**config.mk**
```make
export PLATFORM = sky130hd
export DESIGN_NAME = lvds_lane_err_mon
export DESIGN_NICKNAME = d
export VERILOG_FILES = /design/src/rtl/lvds_lane_err_mon.sv
export SDC_FILE = /design/constraint.sdc
export NUM_CORES = 1
export LEC_CHECK = 0
export ABC_AREA = 1
export CORE_ASPECT_RATIO = 0.8
export CORE_MARGIN = 3
export CORE_UTILIZATION = 35
export CTS_BUF_LIST = sky130_fd_sc_hd__clkbuf_8
export CTS_CLUSTER_SIZE = 8
export DETAILED_ROUTE_END_ITERATION = 6
export GPL_TIMING_DRIVEN = 0
export PLACE_DENSITY_LB_ADDON = 0.08
export SLEW_MARGIN = 30
export SYNTH_ARGS = -nofsm -noshare
export SYNTH_HDL_FRONTEND = slang
export SYNTH_SLANG_ARGS = --single-unit
```
**constraint.sdc**
```tcl
create_clock -name I_clk -period 2.3 [get_ports I_clk]
set_input_delay 0.46 -clock I_clk [delete_from_list [all_inputs] [get_ports I_clk]]
set_output_delay 0.46 -clock I_clk [all_outputs]
set_load 0.02 [all_outputs]
```
**src/rtl/lvds_lane_err_mon.sv**
```systemverilog
// rtl/lvds_lane_err_mon.sv - per-lane P/N word compare error monitor with lock FSM; optional ERR_BITCOUNT_EN
module lvds_lane_err_mon #(
    parameter int LANES    = 2,
    parameter int DW       = 7,
    parameter int CNT_W    = 16,
    parameter int LOCK_CNT = 64,
    parameter int LOSS_CNT = 4
) (
    input  logic                   I_clk,
    input  logic                   I_rst,
    input  logic                   I_clr,
    input  logic                   I_data_vld,
    input  logic [LANES-1:0]       I_lane_dpa_done,
    input  logic [LANES*DW-1:0]    I_diff_pdata,
    input  logic [LANES*DW-1:0]    I_diff_ndata,
    output logic [LANES-1:0]       O_error_flag,
    output logic [LANES-1:0]       O_err_sticky,
    output logic [LANES*CNT_W-1:0] O_err_cnt,
    output logic [LANES-1:0]       O_lane_lock,
    output logic                   O_any_error
);

    localparam int RUN_MAX = (LOCK_CNT > LOSS_CNT) ? LOCK_CNT : LOSS_CNT;
    localparam int RUN_W   = $clog2(RUN_MAX + 1);
    localparam int INC_W   = $clog2(DW + 1);
    localparam int SUM_W   = ((CNT_W > INC_W) ? CNT_W : INC_W) + 1;
    localparam logic [CNT_W-1:0] CNT_MAX = '1;

    typedef enum logic [1:0] {ST_IDLE, ST_SEEK, ST_LOCKED} state_t;

    for (genvar k = 0; k < LANES; k++) begin : g_lane
        logic [DW-1:0]    p_w, n_w;
        logic             sample_w, mism_w;
        logic [INC_W-1:0] inc_w;
        logic [SUM_W-1:0] sum_w;
        logic [CNT_W-1:0] cnt_d, cnt_q;
        logic             flag_q, sticky_q, lock_q;
        logic [RUN_W-1:0] run_q;
        state_t           state_q;

        always_comb begin
            p_w      = I_diff_pdata[k*DW +: DW];
            n_w      = I_diff_ndata[k*DW +: DW];
            sample_w = I_data_vld & I_lane_dpa_done[k];
            mism_w   = sample_w && (p_w != n_w);
`ifdef ERR_BITCOUNT_EN
            inc_w    = INC_W'($countones(p_w ^ n_w));
`else
            inc_w    = INC_W'(1);
`endif
            // Sum is one bit wider than either operand so overflow is visible before clamping
            sum_w    = SUM_W'(cnt_q) + SUM_W'(inc_w);
            cnt_d    = (sum_w > SUM_W'(CNT_MAX)) ? CNT_MAX : sum_w[CNT_W-1:0];
        end

        always_ff @(posedge I_clk or posedge I_rst) begin
            if (I_rst) begin
                flag_q   <= 1'b0;
                sticky_q <= 1'b0;
                cnt_q    <= '0;
            end else begin
                flag_q <= mism_w;
                if (I_clr) begin
                    sticky_q <= 1'b0;
                    cnt_q    <= '0;
                end else if (mism_w) begin
                    sticky_q <= 1'b1;
                    cnt_q    <= cnt_d;
                end
            end
        end

        // Losing DPA overrides every other transition
        always_ff @(posedge I_clk or posedge I_rst) begin
            if (I_rst) begin
                state_q <= ST_IDLE;
                run_q   <= '0;
                lock_q  <= 1'b0;
            end else if (!I_lane_dpa_done[k]) begin
                state_q <= ST_IDLE;
                run_q   <= '0;
                lock_q  <= 1'b0;
            end else begin
                case (state_q)
                    ST_IDLE: begin
                        state_q <= ST_SEEK;
                        run_q   <= '0;
                    end
                    ST_SEEK: if (I_data_vld) begin
                        if (mism_w) begin
                            run_q <= '0;
                        end else if (run_q == RUN_W'(LOCK_CNT - 1)) begin
                            state_q <= ST_LOCKED;
                            run_q   <= '0;
                            lock_q  <= 1'b1;
                        end else begin
                            run_q <= run_q + RUN_W'(1);
                        end
                    end
                    ST_LOCKED: if (I_data_vld) begin
                        if (!mism_w) begin
                            run_q <= '0;
                        end else if (run_q == RUN_W'(LOSS_CNT - 1)) begin
                            state_q <= ST_SEEK;
                            run_q   <= '0;
                            lock_q  <= 1'b0;
                        end else begin
                            run_q <= run_q + RUN_W'(1);
                        end
                    end
                    default: begin
                        state_q <= ST_IDLE;
                        run_q   <= '0;
                        lock_q  <= 1'b0;
                    end
                endcase
            end
        end

        assign O_error_flag[k]              = flag_q;
        assign O_err_sticky[k]              = sticky_q;
        assign O_err_cnt[k*CNT_W +: CNT_W]  = cnt_q;
        assign O_lane_lock[k]               = lock_q;
    end

    assign O_any_error = |O_error_flag;

endmodule
```
## After elaboration in Yosys (flattened, before gate mapping)

Cells that the tools add are included.

- Register bits after elaboration: 56

- Reductions and logical operators: 13
- Multiplexer cells: 58
- Add/subtract/negate cells: 4
- Equal/unequal tests: 24
- Bitwise operators: 2
- Magnitude comparators: 2

Operator list:

| kind | number |
|---|---|
| 7-bit two-way mux | 14 |
| 16-bit two-way mux | 6 |
| 3-bit != test, second input constant | 12 |
| 16-bit by 1-bit adder with 17-bit output, second input constant | 2 |
| 17-bit by 16-bit greater-than comparator with 1-bit output, second input constant | 2 |
| 2-bit two-way mux | 14 |
| 7-bit case mux with 2 select lines | 2 |
| 1-bit two-way mux | 18 |
| 7-bit by 1-bit adder with 7-bit output, second input constant | 2 |
| 7-bit by 2-bit equality test with 1-bit output, second input constant | 2 |
| 7-bit by 6-bit equality test with 1-bit output, second input constant | 2 |
| 7-bit != test | 2 |
| 7-bit AND reduction | 2 |
| 2-bit case mux with 3 select lines | 2 |
| 6-bit AND reduction | 2 |
| 1-bit case mux with 3 select lines | 2 |
| 2-bit by 1-bit equality test with 1-bit output, second input constant | 2 |
| 2-bit equality test, second input constant | 2 |
| 2-bit zero test | 2 |
| 2-bit != test, second input constant | 2 |
| 2-bit AND reduction | 2 |
| 2-bit nonzero test | 2 |
| 1-bit AND | 2 |
| 1-bit logical AND | 2 |
| 2-bit OR reduction | 1 |

## Longest topological paths before layout

Gate-level depths: netlist of run 1.

- Word-level depth: 6
- Mapped depth: 14
- Mapped depth without buffers: 13

## Worst setup path after synthesis of run 1

OpenSTA, ideal clock, no wires.

- Path type: register to register
- Start: register g_lane[1].cnt_q[1]
- End: register g_lane[1].cnt_q[1]
- Path buffers: 1
- Period minus slack after synthesis: 1867 ps
- Stages on the path, launching flop included: 15
- Arrival: 1802 ps
- Setup time: 65 ps
- Setup slack: 433 ps
- Cells stage by stage: dfrtp_1 > ha_1 > nand2_1 > nor2_4 > nand2_1 > nand2_1 > nor2_1 > nand2_1 > nand2_1 > nor2_1 > nand3_2 > buf_6 > nand3_1 > nand2_1 > nand2_1

- Longest elaborated chain between the ends: 5

Ends and longest elaborated chain:

| what | line | source |
|---|---|---|
| from (decl) | 36 | `logic [CNT_W-1:0] cnt_d, cnt_q;` |
| from (signal assigned) | 68 | `cnt_q <= cnt_d;` |
| 16-bit by 1-bit adder with 17-bit output * | 52 | `sum_w = SUM_W'(cnt_q) + SUM_W'(inc_w);` |
| 17-bit by 16-bit greater-than comparator with 1-bit output | 53 | `cnt_d = (sum_w > SUM_W'(CNT_MAX)) ? CNT_MAX : sum_w[CNT_W-1:0];` |
| 16-bit two-way mux * | 53 |  |
| 16-bit two-way mux * | 66 | `end else if (mism_w) begin` |
| 16-bit two-way mux * | 63 | `if (I_clr) begin` |

Mark *: on every way between the ends. The rest lies on a longest branch, timed or not. The select of a mux whose other input is x is not followed.
A chain may end at the register's enable or synchronous reset.

## Worst setup path after layout of run 1

- Start: register g_lane[1].cnt_q[1]
- End: register g_lane[1].cnt_q[10]

The elaborated chain is that of the path after synthesis.

==> results of run 1 <==
==> per-layer routing <==
layer	up-vias	routed length (um)	track usage [%]
met5	-	0	0
met2	104	4670	24.5
li1	2170	-	-
met1	1841	5250	23.6
met4	0	89	3.00
met3	9	521	2.57
==> worst max path at each step <==
stage                                  start                   to  slack, ps
final                     g_lane[1].cnt_q[1]  g_lane[1].cnt_q[10]        180
after global placement                 I_rst   g_lane[1].cnt_q[6]       -770
after global routing         I_diff_pdata[5]   g_lane[0].cnt_q[8]       -0.4
after floorplan           g_lane[1].cnt_q[1]   g_lane[1].cnt_q[1]        430
after CTS                 g_lane[1].cnt_q[1]  g_lane[1].cnt_q[10]        120
after detailed placement     I_diff_ndata[5]   g_lane[0].cnt_q[4]       -220
==> power by group through the flow <==
stage | sequential [mW] | clock [mW] | combinational, mW
3_5_place_dp | 1.13 | 0 | 0.773
4_1_cts | 1.11 | 0.632 | 0.776
3_3_place_gp | 1.13 | 0 | 0.744
6_report | 1.11 | 0.607 | 0.766
5_1_grt | 1.13 | 0.660 | 0.882
2_1_floorplan | 1.12 | 0 | 0.526
==> sequential cells by signal, indices dropped and copies added, names as in the netlist <==
name and count:
g_lane.cnt_q 32, g_lane.run_q 14, g_lane.state_q 4, g_lane.flag_q 2, g_lane.lock_q 2, g_lane.sticky_q 2
==> logic make-up (layout without fill, tap and decap cells) <==
kind of cell,after synthesis,count (layout),share of synthesized area [%]
buffers and inverters,94,172,9.93
AO/OA/AOI/OAI,28,28,3.60
XOR/XNOR,24,24,4.95
flip-flops,56,56,33.0
adder cells (fa/ha/maj),14,14,4.13
AND/OR/NAND/NOR,424,424,44.4
==> cell usage in the layout (no fill, tap or decap), types with 2 or more instances in the layout <==
cell	netlist	layout
inv_1	75	74
o21ai_0	19	19
nand4_1	28	28
xor2_1	14	14
buf_2	5	5
o21bai_1	4	4
nand2_1	237	237
clkbuf_8	1	6
o21ai_1	4	4
nor2_4	5	5
inv_2	2	2
or2_2	2	2
nand3b_1	4	4
dfrtp_1	56	54
nor2_1	62	61
nor3_1	2	2
nor2_2	6	7
buf_6	4	4
nand2_2	3	3
clkinv_4	0	2
nand3_1	65	65
dfrtp_2	0	2
ha_1	14	14
nand3_2	8	8
clkdlybuf4s50_1	0	69
xnor2_1	10	10
buf_4	6	6
==> worst max-delay path, cell delays in order, from the launching register on <==
cell	delay, ps
dfrtp_2	440
ha_1	220
nand2_1	100
nor2_4	210
nand4_1	260
nor3_4	250
inv_1	160
clkbuf_8	210
nand3_1	80
nand2_1	50
nand2_1	70
==> per-stage QoR <==
step | hold WS [ps] | util (%) | setup TNS [ps]
5_1_grt | 420 | 45.0 | -0.447
3_5_place_dp | 464 | 44.1 | -3760
6_report | 398 | 45.0 | 0
3_3_place_gp | 460 | 43.8 | -45710
4_1_cts | 402 | 44.9 | 0
2_1_floorplan | 443 | - | 0
==> timing repair <==
item	4_1_cts	5_1_grt
hold endpoints to repair	0	0
gates resized for setup	0	4
endpoints found under the setup margin	0	20
==> layout make-up <==
| type | instances | share of cell area, % |
|---|---|---|
| repair buffers | 70 | 13.7 |
| clock inverters | 3 | 0.500 |
| plain buffers | 17 | 2.52 |
| well taps | 148 | 3.52 |
| clock buffers | 5 | 1.31 |
| flip-flops and latches | 56 | 26.7 |
| inverters | 77 | 5.54 |
| multi-input cells | 490 | 46.2 |
==> metrics.md, run 1 <==
| Metric | Value |
|---|---|
| CP Class | `register to register` |
| Top cell type's share of synthesized area | `between 30% and 40%` |
| Worst-Margin Slew | `~490 ps` |
| Clk root buf | `clkbuf_8` |
| Crit path DAT | `roughly 2400 ps` |
| Synth async-reset ratio | `100%` |
| Starting Density | `36.3%` |
| I/O pin count | `73` |
| Clk network pwr share | `about 25%` |
| Crit path time final | `2120 ps` |
| Hold Vio Cnt, Final | `0` |
| Flops & latches, synth | `56` |
| DP Cell Count | `around 860` |
| F_max | `~470 MHz` |
| Lkg Pwr | `~2.6 nW` |
| Number of antenna repair diodes | `0` |
| Worst Path Required | `2580 ps` |
| Drt wl/cell | `about 12 um` |
| Top_reg_cell synth | `dfrtp_1` |
| CTS Buf Count | `5` |
| Initial antenna violation count | `0` |
| Top-count cell post-synth | `nand2_1` |
| CP Capture Type | `register` |
| Non-filler instance count after layout | `between 800 and 900` |
| R2r setup slk | `~180 ps` |
| Avg Inst Size Synth | `about 6.6 um^2` |
| Final setup vio count | `0` |
| Site Rows | `35` |
| Max Slew Vio Count | `0` |
| Netlist cell types | `28` |
| Post-DP HPWL | `8.09 mm` |
| Switching Share | `a little over a third` |
| Synth-to-Final Area Change | `23.8%` |
| Outcome | `finished clean` |
| Port Buf Inserts | `69` |
| Post-Synthesis Cells | `640` |
| Post-synth EDFFs | `0` |
| Synth warnings | `0` |
| DRC Markers | `0` |
| Comb pwr share | `between 30% and 40%` |
| Peak VDD IR | `326 uV` |
| First-pass DRT Iterations | `5` |
| Grt ovf | `0` |
| Clock buffer depth | `2` |
| Vias per cell | `4.76` |
| Hold/Removal Path Class | `primary input to async pin` |
| Placed instance area | `~0.005 mm^2` |
| Design area | `between 0.005 and 0.006 mm^2` |
| Die H | `105 um` |
| Die width | `roughly 130 um` |
| Commonest cells post-synth | `nand2_1 (237), inv_1 (75), nand3_1 (65)` |
| Die area | `between 0.01 and 0.015 mm^2` |
| Hold_buf cts | `0` |
| Setup WS post-layout | `181 ps` |
| Fill cell count | `~1200` |
| Via count | `between 4000 and 5000` |
| Vias in the first global route | `3830` |
| Setup crit start kind | `register` |
| Max_cap viols | `0` |
| Crit-path max FO | `10` |
| Final wirelength | `10.5 mm` |
| Yosys top cell by area | `dfrtp_1` |
| R2R depth | `10` |
| GRT Util Overall | `about 16%` |
| First-pass GRT wire length | `between 15 and 20 mm` |
| Post-CTS Setup Inserts | `0` |
| Reg2reg start | `g_lane[1].cnt_q[1]` |
| Endpoint of the worst register-to-register path | `g_lane[1].cnt_q[10]` |
| Clock Skew | `between 10 and 15 ps` |
| Sequential area share after synthesis | `33.0%` |
| PwrDens | `around 470 mW/mm^2` |
| CTS tree | `yes` |
| H-tree level count | `2` |
| Max-slew headroom | `between 60 and 70%` |
| Synth top area cells | `dfrtp_1 (33%), nand2_1 (21%), nand3_1 (7.7%)` |
| Multi-input logic area | `between 0.002 and 0.0025 mm^2` |
| Pre-CTS setup slack | `-224 ps` |
| DRT iter0 DRCs | `between 200 and 250` |
| Clk sinks | `56` |
| FF/Latch Area | `around 0.0014 mm^2` |
| Final period utilization | `between 90 and 100%` |
| Clock-pin slew on the worst setup and hold paths | `around 120 ps` |
| Worst-Skew Late Latency | `roughly 330 ps` |
| Layout cells sized above 1 | `under 10%` |
| Cell internal pwr | `1.60 mW` |
| Post-route ant nets | `0` |
| Pin count of the biggest net entering global routing | `44` |
| Power Total | `2.48 mW` |
| Sw power | `0.885 mW` |
| Core box area | `0.0117 mm^2` |
| Sequential Power Share | `44.7%` |
| Nets | `about 770` |
| Mapped Area | `roughly 0.0042 mm^2` |
| Syn Nets | `688` |
| Routability cong. | `0.837` |
No activity file was read; power rests on OpenSTA's default activity.
==> inputs of run 2 (changes only) <==
--- a/config.mk
+++ b/config.mk
@@ -7,8 +7,8 @@
 export LEC_CHECK = 0
 export ABC_AREA = 1
 export CORE_ASPECT_RATIO = 0.8
-export CORE_MARGIN = 3
-export CORE_UTILIZATION = 35
+export CORE_MARGIN = 4
+export CORE_UTILIZATION = 50
 export CTS_BUF_LIST = sky130_fd_sc_hd__clkbuf_8
 export CTS_CLUSTER_SIZE = 8
 export DETAILED_ROUTE_END_ITERATION = 6
==> run 2 against run 1 <==
Compared with the run above:
- utilization rose by 20 points
- count of clock-buffer cells in the layout rose by 2
- critical path depth did not move
- via count rose by 3.4%
- fmax rose by 2.2%
- largest power group unchanged
- critical path type unchanged
==> metrics.md, run 2 (synthesis results as in run 1) <==
| Metric | Value |
|---|---|
| Layout cells sized above 1 | `7.52%` |
| First-pass DRT Iterations | `4` |
| Final setup vio count | `0` |
| Initial antenna violation count | `0` |
| Die H | `90.4 um` |
| Synth-to-Final Area Change | `23.4%` |
| Most frequent cells in the layout | `nand2_1 (237), inv_1 (74), clkdlybuf4s50_1 (69), nand3_1 (65), nor2_1 (61)` |
| Final wirelength | `between 10 and 15 mm` |
| Crit path time final | `between 2000 and 2500 ps` |
| Worst-Skew Late Latency | `310 ps` |
| Max_cap viols | `0` |
| H-tree level count | `2` |
| Endpoint of the worst register-to-register path | `g_lane[1].cnt_q[12]` |
| Clock-pin slew on the worst setup and hold paths | `110 ps` |
| Drt wl/cell | `roughly 12 um` |
| TNS Setup | `0 ps` |
| Peak VDD IR | `480 uV` |
| Max-slew headroom | `between 60% and 70%` |
| CP Class | `register to register` |
| Post-route ant nets | `0` |
| Vias in the first global route | `around 4000` |
| Clock Skew | `about 10 ps` |
| GRT Util Overall | `~20%` |
| F_max | `approximately 480 MHz` |
| Clk root buf | `clkbuf_8` |
| R2R depth | `10` |
| Number of antenna repair diodes | `0` |
| Reg2reg start | `g_lane[1].cnt_q[1]` |
| Most flop-heavy register | `g_lane.cnt_q` |
| Max reg flops | `32` |
| Vias per cell | `between 5 and 6` |
| Top Registers | `g_lane.cnt_q (32), g_lane.run_q (14), g_lane.state_q (4)` |
| Hold Vio Cnt, Final | `0` |
| Grt ovf | `0` |
| Crit path DAT | `approximately 2300 ps` |
| Nets | `roughly 770` |
| Hold/Removal Path Class | `primary input to async pin` |
| Clk sinks | `56` |
| Lkg Pwr | `~2.6 nW` |
| Setup crit start kind | `register` |
| Post-DP HPWL | `approximately 8 mm` |
| Worst Path Required | `between 2000 and 3000 ps` |
| DRT iter0 DRCs | `roughly 250` |
| Die width | `111 um` |
| Fill cell count | `around 730` |
| Unrepaired setup endpoints after global routing | `false` |
| Site Rows | `29` |
| R2r setup slk | `~230 ps` |
| Most common cell after layout, fill and taps aside | `nand2_1` |
| Routability cong. | `0.894` |
| Util after Layout | `~65%` |
| I/O pin count | `between 70 and 80` |
| CTS Buf Count | `5` |
| Worst-Margin Slew | `497 ps` |
| Via count | `between 4000 and 5000` |
| CP Capture Type | `register` |
| PwrDens | `roughly 500 mW/mm^2` |
| CTS tree | `yes` |
| First-pass GRT wire length | `around 17 mm` |
| Outcome | `finished clean` |
| DRC Markers | `0` |
| Clock buffer depth | `2` |
| Max Slew Vio Count | `0` |
| Critical Path Source | `g_lane[1].cnt_q[1]` |
| Die area | `approximately 0.010 mm^2` |
| Final period utilization | `between 90% and 100%` |
| Crit-path max FO | `10` |
| Setup crit end | `g_lane[1].cnt_q[12]` |
| Core box area | `a little over 0.008 mm^2` |
| Port Buf Inserts | `69` |
| Starting Density | `between 50% and 60%` |
| Pin count of the biggest net entering global routing | `50` |
-- run 2: cell count changes in the layout (fill, tap and decap cells not counted), sizes merged --
cell	before	now
inv	78	77
clkbuf	7	10
clkinv	2	0
buf	16	15
bufinv	0	1
-- run 2: timing repair --
| action | 4_1_cts | 5_1_grt |
|---|---|---|
| setup endpoints to repair | 0 | 10 |
| hold buffers | 0 | 0 |
| gates resized for setup | 0 | 3 |
| setup buffers | 0 | 0 |
-- run 2: critical path: stages, from the launching register on --
cell and delay [ps]:
dfrtp_1 460, ha_1 240, nand2_1 100, nor2_4 190, nand4_1 190, nor3_2 270
inv_1 150, clkbuf_8 200, nand3_1 90, nand2_1 50, nand2_1 70
-- run 2: per-layer routing --
layer	share of wire (%)	vias up	global-route usage [%]
li1	-	2167	-
met1	48	1975	27.8
met2	45	115	32.9
met3	6.2	9	3.35
met4	1.0	0	4.36
met5	0	-	0
-- run 2: cell type report --
type	instances	area, um^2	area share [%]
well taps	108	135	2.58
plain buffers	17	135	2.58
clock inverters	1	30.0	0.573
inverters	77	292	5.57
multi-input cells	490	2430	46.4
clock buffers	7	96.3	1.84
flip-flops and latches	56	1400	26.8
repair buffers	70	718	13.7
-- run 2: metrics by stage --
step	setup WS [ps]	area [um^2]	hold WS (ps)	total power, mW	std cells
CTS	61.0	5230	370	2.62	826
global route	36.0	5240	374	2.78	826
detailed placement	-242	5100	499	1.90	818
floorplan	433	4250	443	1.65	640
global placement	-605	5070	463	1.87	817
finish	227	5240	375	2.61	826
-- run 2: power by group --
group          total, mW  internal [mW]  switching, mW
clock network      0.726          0.385          0.340
registers           1.12           1.05         0.0672
logic              0.767          0.323          0.444
total               2.61           1.76          0.851
-- run 2: worst min path at each step --
| stage | startpoint | end | slack (ps) | depth (start not counted) |
|---|---|---|---|---|
| 2_1_floorplan | g_lane[1].lock_q | g_lane[1].lock_q | 440 | 2 |
| 3_3_place_gp | g_lane[1].lock_q | g_lane[1].lock_q | 460 | 2 |
| 3_5_place_dp | g_lane[1].sticky_q | g_lane[1].sticky_q | 500 | 2 |
| 4_1_cts | I_rst | g_lane[1].cnt_q[3] | 370 | 2 |
| 5_1_grt | I_rst | g_lane[1].cnt_q[4] | 370 | 2 |
| 6_report | I_rst | g_lane[1].cnt_q[6] | 370 | 2 |
==> inputs of run 3 (changes only) <==
==> constraint.sdc (replaced) <==
create_clock -name I_clk -period 2.3 [get_ports I_clk]
set_input_delay 0.23 -clock I_clk [delete_from_list [all_inputs] [get_ports I_clk]]
set_output_delay 0.23 -clock I_clk [all_outputs]
set_load 0.02 [all_outputs]
==> run 3 against run 2 <==
Compared with the run above:
- critical path depth did not move
- first-iteration DRC count fell by 3.7%
- global-route usage unchanged
- sequential share of layout area is 0.051 points higher
- clock power about the same
- cell count unchanged
- die area did not move
- sequential cell count stayed put
==> metrics.md, run 3 (synthesis results as in run 1) <==
| Metric | Value |
|---|---|
| Outcome | `finished clean` |
| Final wirelength | `10.1 mm` |
| Worst Path Required | `about 2600 ps` |
| DRC Markers | `0` |
| CP Capture Type | `register` |
| H-tree level count | `2` |
| Port Buf Inserts | `69` |
| Placed instance area | `a little over 0.005 mm^2` |
| Clock Skew | `approximately 9.7 ps` |
| PwrDens | `499 mW/mm^2` |
| DP Cell Count | `just over 800` |
| Design area | `0.00523 mm^2` |
| Max Slew Vio Count | `0` |
| Core box area | `roughly 0.0081 mm^2` |
| Hold/Removal Path Class | `primary input to async pin` |
| Drt wl/cell | `between 10 and 15 um` |
| Most frequent cells in the layout | `nand2_1 (237), inv_1 (74), clkdlybuf4s50_1 (69), nand3_1 (65), nor2_1 (62)` |
| Initial antenna violation count | `0` |
| TNS Setup | `0 ps` |
| Setup crit start kind | `register` |
| Starting Density | `52.5%` |
| F_max | `between 400 and 500 MHz` |
| Crit path DAT | `approximately 2300 ps` |
| Resized cells post-CTS | `0` |
| Die H | `approximately 90 um` |
| Worst-Skew Late Latency | `between 300 and 400 ps` |
| Vias in the first global route | `about 3900` |
| Final setup vio count | `0` |
| Via count | `between 4000 and 5000` |
| First-pass DRT Iterations | `4` |
| Die area | `~0.010 mm^2` |
| Most flop-heavy register | `g_lane.cnt_q` |
| Peak VDD IR | `between 400 and 500 uV` |
| CTS Buf Count | `5` |
| Routability cong. | `a little under 0.9` |
| Clock buffer depth | `2` |
| Non-filler instance count after layout | `between 800 and 900` |
| Hold Vio Cnt, Final | `0` |
| I/O pin count | `73` |
| Layout cells sized above 1 | `about 7.4%` |
| Die width | `about 110 um` |
| Grt ovf | `0` |
| Post-DP HPWL | `about 7.9 mm` |
| Top Registers | `g_lane.cnt_q (32), g_lane.run_q (14), g_lane.state_q (4)` |
| Crit-path max FO | `10` |
| Clk root buf | `clkbuf_8` |
| Lkg Pwr | `between 2 and 3 nW` |
| Unrepaired setup endpoints after global routing | `false` |
| Post-CTS Setup Inserts | `0` |
| Nets | `between 700 and 800` |
| Pin count of the biggest net entering global routing | `50` |
| Most common cell after layout, fill and taps aside | `nand2_1` |
| CP Class | `register to register` |
| Max-slew headroom | `66.7%` |
| Final period utilization | `between 90 and 100%` |
| Max reg flops | `32` |
| DRT iter0 DRCs | `around 240` |
| Site Rows | `29` |
| Crit path time final | `between 2000 and 2500 ps` |
| GRT Util Overall | `around a fifth` |
| Clk sinks | `between 50 and 60` |
| Post-route ant nets | `0` |
| Max_cap viols | `0` |
| Vias per cell | `about 5.2` |
| Worst-Margin Slew | `between 400 and 500 ps` |
| Clock-pin slew on the worst setup and hold paths | `~110 ps` |
| Number of antenna repair diodes | `0` |
| Synth-to-Final Area Change | `23.1%` |
| Hold_buf cts | `0` |
| First-pass GRT wire length | `~17 mm` |
| CTS tree | `yes` |
## run 3: path summary, 6_finish.rpt
check                           slack, ps              endpoint  depth (start not counted)          startpoint
worst max-delay path                  230   g_lane[1].cnt_q[12]                         10  g_lane[1].cnt_q[1]
worst min-delay path                  140    g_lane[1].cnt_q[6]                          2               I_rst
worst max register to register        230   g_lane[1].cnt_q[12]                         10  g_lane[1].cnt_q[1]
worst min register to register        520    g_lane[1].sticky_q                          2  g_lane[1].sticky_q
max in group asynchronous            1700  g_lane[0].state_q[0]                          3               I_rst
min in group I_clk                    320      g_lane[1].flag_q                          3  I_lane_dpa_done[1]
## run 3: critical path: stages, from the launching register on
cell and delay, ps:
dfrtp_1 460, ha_1 240, nand2_1 100, nor2_4 190, nand4_1 190, nor3_2 270
inv_1 150, clkbuf_8 200, nand3_1 90, nand2_1 50, nand2_1 70
## run 3: metal layers
layer	global-route usage, %	up-vias	wire, um	part of all wire, %
met5	0	-	0	0
met4	4.36	0	106	1.0
met3	3.35	9	644	6.4
met2	32.9	115	4520	45
met1	27.8	1971	4830	48
li1	-	2165	-	-
## run 3: report_power, final
group,total (mW),internal [mW],switching [mW],leakage (nW)
combinational,0.765,0.322,0.443,1.80
sequential,1.12,1.05,0.0672,0.772
clock,0.726,0.385,0.341,0.0645
## run 3: layout make-up
cell class,count,area (um^2)
fill,729,2860
multi-input combinational,490,2420
sequential,56,1400
timing repair buffer,70,718
inverter,77,292
tap,108,135
buffer,17,133
clock buffer,7,96.3
clock inverter,1,30.0
## run 3: stage by stage
stage               setup slack, ps  util (%)  total power [mW]  hold WS (ps)
floorplan                       433         -              1.65           296
global placement               -375      62.7              1.87           463
detailed placement            -12.5      63.0              1.90           487
CTS                             230      64.6              2.62           140
global route                   54.6      64.6              2.77           144
finish                          227      64.6              2.61           145
